**config.mk**
```make
export PLATFORM = sky130hd
export DESIGN_NAME = hazard_scoreboard
export DESIGN_NICKNAME = d
export VERILOG_FILES = /design/src/rtl/hazard_scoreboard.sv
export SDC_FILE = /design/constraint.sdc
export NUM_CORES = 1
export LEC_CHECK = 0
export ABC_CLOCK_PERIOD_IN_PS = 5910
export BUFFER_PORTS_ARGS = -buffer_cell sky130_fd_sc_hd__buf_2
export CAP_MARGIN = 10
export CORE_MARGIN = 4
export CORE_UTILIZATION = 45
export DETAILED_ROUTE_END_ITERATION = 10
export PLACE_DENSITY = 0.64
export REMOVE_ABC_BUFFERS = 1
export SYNTH_ARGS = -nofsm -noshare
export SYNTH_HDL_FRONTEND = slang
export SYNTH_SLANG_ARGS = --single-unit
```
**constraint.sdc**
```tcl
create_clock -name clk -period 5.91 [get_ports clk]
set_input_delay 0.2955 -clock clk [delete_from_list [all_inputs] [get_ports clk]]
set_output_delay 0.2955 -clock clk [all_outputs]
set_load 0.05 [all_outputs]
```
**src/rtl/hazard_scoreboard.sv**
```systemverilog
// ID-stage hazard controller: per-register countdown scoreboard, mult/div occupancy FSM, branch/jump redirect.
// Zero-cycle combinational stall/flush/pc_src; HAZARD_SCOREBOARD_STATS_EN adds saturating stall/flush counters.
module hazard_scoreboard #(
  parameter int NUM_REGS = 32,
  parameter int REG_AW   = 5,
  parameter int LOAD_LAT = 1,
  parameter int MD_LAT   = 8
) (
  input  logic              clk,
  input  logic              rst_n,
  input  logic              id_valid,
  input  logic [REG_AW-1:0] id_rs,
  input  logic [REG_AW-1:0] id_rt,
  input  logic              id_rs_read,
  input  logic              id_rt_read,
  input  logic              id_wr_en,
  input  logic [REG_AW-1:0] id_rd,
  input  logic              id_is_load,
  input  logic              id_is_md,
  input  logic              jump,
  input  logic              ex_mem_branch,
  output logic              pc_stall,
  output logic              if_id_stall,
  output logic              if_id_flush,
  output logic              id_ex_flush,
  output logic              ex_mem_flush,
  output logic [2:0]        pc_src,
  output logic              md_busy
`ifdef HAZARD_SCOREBOARD_STATS_EN
  ,
  output logic [15:0]       stall_cycles,
  output logic [15:0]       flush_events
`endif
);

  localparam int MAX_LAT = (LOAD_LAT > MD_LAT) ? LOAD_LAT : MD_LAT;
  localparam int CW      = $clog2(MAX_LAT + 1);
  localparam logic [CW-1:0] LOAD_CNT = CW'(LOAD_LAT);
  localparam logic [CW-1:0] MD_CNT   = CW'(MD_LAT);
  localparam logic [2:0] PC_SEQ    = 3'b000;
  localparam logic [2:0] PC_BRANCH = 3'b001;
  localparam logic [2:0] PC_JUMP   = 3'b010;

  typedef enum logic {MD_IDLE, MD_BUSY} md_state_t;

  logic [CW-1:0] cnt [NUM_REGS];
  md_state_t     state, state_nxt;
  logic [CW-1:0] md_cnt, md_cnt_nxt;
  logic          pend_rs, pend_rt;
  logic          raw_hz, st_hz, stall, issue;

  // Indices >= NUM_REGS never match the loop, so they read as not pending.
  always_comb begin
    pend_rs = 1'b0;
    pend_rt = 1'b0;
    for (int r = 1; r < NUM_REGS; r++) begin
      if (id_rs == REG_AW'(r) && cnt[r] != '0) pend_rs = 1'b1;
      if (id_rt == REG_AW'(r) && cnt[r] != '0) pend_rt = 1'b1;
    end
  end

  assign md_busy = (state == MD_BUSY);
  assign raw_hz  = id_valid && ((id_rs_read && pend_rs) || (id_rt_read && pend_rt));
  assign st_hz   = id_valid && id_is_md && md_busy;
  assign stall   = (raw_hz || st_hz) && !ex_mem_branch;
  assign issue   = id_valid && !stall && !ex_mem_branch;

  // Outputs are forced low while reset is held, independent of the inputs.
  always_comb begin
    pc_stall     = 1'b0;
    if_id_stall  = 1'b0;
    if_id_flush  = 1'b0;
    id_ex_flush  = 1'b0;
    ex_mem_flush = 1'b0;
    pc_src       = PC_SEQ;
    if (rst_n) begin
      if (ex_mem_branch) begin
        pc_src       = PC_BRANCH;
        if_id_flush  = 1'b1;
        id_ex_flush  = 1'b1;
        ex_mem_flush = 1'b1;
      end else if (stall) begin
        pc_stall    = 1'b1;
        if_id_stall = 1'b1;
        id_ex_flush = 1'b1;
      end else if (jump) begin
        pc_src      = PC_JUMP;
        id_ex_flush = 1'b1;
      end
    end
  end

  // Issue write takes precedence over the per-cycle countdown of the same entry.
  always_ff @(posedge clk or negedge rst_n) begin
    if (!rst_n) begin
      for (int r = 0; r < NUM_REGS; r++) cnt[r] <= '0;
    end else begin
      for (int r = 0; r < NUM_REGS; r++) begin
        if (r != 0 && issue && id_wr_en && id_rd == REG_AW'(r)) begin
          cnt[r] <= id_is_load ? LOAD_CNT : (id_is_md ? MD_CNT : '0);
        end else if (cnt[r] != '0) begin
          cnt[r] <= cnt[r] - CW'(1);
        end
      end
    end
  end

  always_comb begin
    state_nxt  = state;
    md_cnt_nxt = md_cnt;
    case (state)
      MD_IDLE: begin
        if (issue && id_is_md) begin
          state_nxt  = MD_BUSY;
          md_cnt_nxt = CW'(MD_LAT - 1);
        end
      end
      MD_BUSY: begin
        if (md_cnt == '0) state_nxt = MD_IDLE;
        else              md_cnt_nxt = md_cnt - CW'(1);
      end
      default: state_nxt = MD_IDLE;
    endcase
  end

  always_ff @(posedge clk or negedge rst_n) begin
    if (!rst_n) begin
      state  <= MD_IDLE;
      md_cnt <= '0;
    end else begin
      state  <= state_nxt;
      md_cnt <= md_cnt_nxt;
    end
  end

`ifdef HAZARD_SCOREBOARD_STATS_EN
  always_ff @(posedge clk or negedge rst_n) begin
    if (!rst_n) begin
      stall_cycles <= '0;
      flush_events <= '0;
    end else begin
      if (stall && stall_cycles != 16'hFFFF)         stall_cycles <= stall_cycles + 16'd1;
      if (ex_mem_branch && flush_events != 16'hFFFF) flush_events <= flush_events + 16'd1;
    end
  end
`endif

endmodule

```
==> flow_metrics.tcl <==
set metrics [dict create \
    crit_chain "inv_1, ha_1, nor3b_1, or4_1, o211ai_1, o31ai_1, a2bb2oi_4, buf_4, nor2_1, a21oi_1, buf_2" \
    drive_above_1_share_pct 17.7 \
    worstPathMaxFanout 24 \
    power_uw 4960 \
    synth-compound-area-share_pct 9.74 \
    synth_top_family_by_area "simple AND/OR/NAND/NOR gates" \
    fin_cells 1111 \
    avgSynthCellArea_sq_um 10.1 \
    yosys.area_share.xor_xnor_pct 3.27 \
    crit_family "compound AO/OA/AOI/OAI gates" \
    die_h_microns 146 \
    hold_depth 4 \
    setup.worst_path.end_class "output port" \
    timing.final.crit_share_pct 71.7 \
    dpl.cell_count 1079 \
    initial_core_util_pct 45.9 \
    grt_pass1_wl_microns 31000 \
    drt-total-wl_microns 18000 \
    ys_ff_latch 129 \
    drt_iter0_drc 350 \
    dieArea_sq_um 21300 \
    synthMostInstantiatedCell "dfrtp_1" \
    synth_area_sq_um 8580 \
    synth_top_area_share_pct 37.6 \
    hold_slack_ns 0.277 \
    ys_warn_count 0 \
    drt-pass1-iter-count 4 \
    synthCells 847 \
    synth.area.mux_share_pct 9.50 \
    finalNetCount 923 \
    yosys.area_share.adder_pct 4.81 \
    grt_usage_pct 17.8 \
    fmax_ghz 0.236 \
    clk_latency_ns 0.42 \
    cp.required_ns 5.61 \
    ios 34 \
    cts_resized 0 \
    hold_path.class "in -> reg" \
    antenna_left 0 \
    synth_edf_count 0 \
    num_vias 6178 \
    clockRootBuffer "clkbuf_16" \
    vias_per_cell 5.56 \
    vdd_drop_max_mv 0.263 \
    post-route-util_pct 50.5 \
    grt_pass1_vias 6002 \
    crit_buf_inv 3 \
    worstSetupStartpointType "flip-flop" \
    path_clk_slew_ns 0.06 \
    cts.path.max_buffers 2 \
    cts_made_buffers 17 \
    critPathKind "reg -> out" \
    dp_hpwl_microns 12700 \
    slowest_stage "buf_4" \
    synth_common_cells "129 x dfrtp_1, 94 x a21oi_1, 68 x inv_1, 66 x nor2_1, 42 x nor3_1" \
    synthDistinctLibCells 64 \
    timing_hold_violations_final 0 \
    final.fill_count 1653 \
    synth-seq-area-share_pct 37.6 \
    drc 0 \
    synth-simple-area-share_pct 29.3 \
    rsz0062_at_grt "false" \
    finalMaxSlewViolations 0 \
    period_needed_ns 4.24 \
    grt_max_degree 70 \
    fp.coreArea_sq_um 18700 \
    worstPathArrival_ns 3.94 \
    gp_routability_congestion 0.838 \
    grt_overflow 0 \
    die_x_microns 146 \
    diodes 0 \
    synth_area_leader_cell "dfrtp_1" \
    worst_slew_margin_rel_pct 40.9 \
    power_leakage_uw 0.00384 \
    wire_per_inst_microns 16.2 \
    areaGrowthSynthToFinish_pct 10.2 \
    tritoncts "done" \
    cts_max_level 4 \
    fin_skew_ns 0.00775 \
    setup_violations 0 \
    clkSinkCount 129 \
    r2r_cells 10 \
    port_buffers 32 \
    async_flop_share_pct 100 \
    cp.depth 11 \
    max_stage_delay_ns 0.65 \
    worst-slew-pin-transition_ns 0.887 \
    ys.flop_type "dfrtp_1" \
    antenna_found_initial 2 \
    powerDensity_nw_per_um2 525 \
    outcome "complete, no violations" \
    cap_violations 0 \
    rows 50 \
    synth_area_leaders "dfrtp_1 38%, nor4_4 6.9%, a21oi_1 5.5%" \
    reg2reg_slack_ns 2.20 \
]
==> where the power goes <==
group	internal, uW	switching, uW	leakage (uW)	total, uW
registers	1330	358	0.00158	1690
logic	1130	1080	0.00198	2210
clock network	659	406	0.000284	1060
total	3120	1840	0.00384	4960
==> cell type report <==
class                      count  area, sq um  area share (%)
clock buffer                  17          425            4.50
clock inverter                14          168            1.77
tap                          234          293            3.10
inverter                      68          255            2.70
timing repair buffer          36          199            2.11
multi-input combinational    613         4880            51.7
sequential                   129         3230            34.2
==> state kept, by name, indices dropped and copies added (netlist names) <==
signal	cells
md_cnt	4
cnt	124
md_busy	1
==> stage by stage <==
| step | setup slack [ns] | cell area [sq um] | setup TNS, ns |
|---|---|---|---|
| floorplan | -0.0551 | 8340 | -0.110 |
| global placement | 2.16 | 8850 | 0 |
| detailed placement | 2.11 | 8850 | 0 |
| CTS | 1.65 | 9450 | 0 |
| global route | 1.33 | 9450 | 0 |
| finish | 1.67 | 9450 | 0 |
==> metal layers <==
layer  vias up  track usage, %  routed length, microns
met1      2964            24.1                    8450
met5         -               0                      14
met3        22            4.87                     842
met2       135            28.5                    8480
met4         4            4.56                     207
li1       3053               -                       -
==> cells by family (layout without fill, tap and decap cells) <==
kind of cell    Yosys count  count (layout)
other cells               1               1
mux                      66              66
compound gates          141             141
buf+inv                 105             135
simple gates            340             340
xor+xnor                 32              32
flops                   129             129
fa+ha+maj                33              33
==> what timing repair did <==
| action | CTS | global route |
|---|---|---|
| endpoints found under the hold margin | 64 | 0 |
| buffers inserted | 0 | 0 |
| hold buffers | 1 | 0 |
==> cells in the final DEF, fill, tap and decap left out, types with 12 or more instances in the layout <==
master     instances
nand2b_1          34
or3_1             36
nand2_1           17
nor3_1            42
ha_1              33
inv_1             68
nor4_4            28
dfrtp_1          129
mux2_4            27
nor3b_2           12
buf_2             31
xnor2_1           32
a21oi_1           94
nor2_1            66
nand3b_1          38
clkbuf_16         17
nor3b_1           25
mux2i_1           33
==> tightest hold or removal path, cell delays in order <==
cell,delay (ns)
buf_2,0.11
nand3b_1,0.10
inv_1,0.09
a21oi_1,0.07
==> path summary, 6_finish.rpt <==
check / startpoint / to
worst max-delay path: cnt[76] / if_id_stall
worst min-delay path: id_is_md / md_cnt[3]
worst max register to register: cnt[4] / cnt[112]
worst min register to register: cnt[113] / cnt[113]
max in group asynchronous: rst_n / cnt[87]
min in group asynchronous: rst_n / cnt[3]
Note: power is estimated with default switching activity, not from simulation.
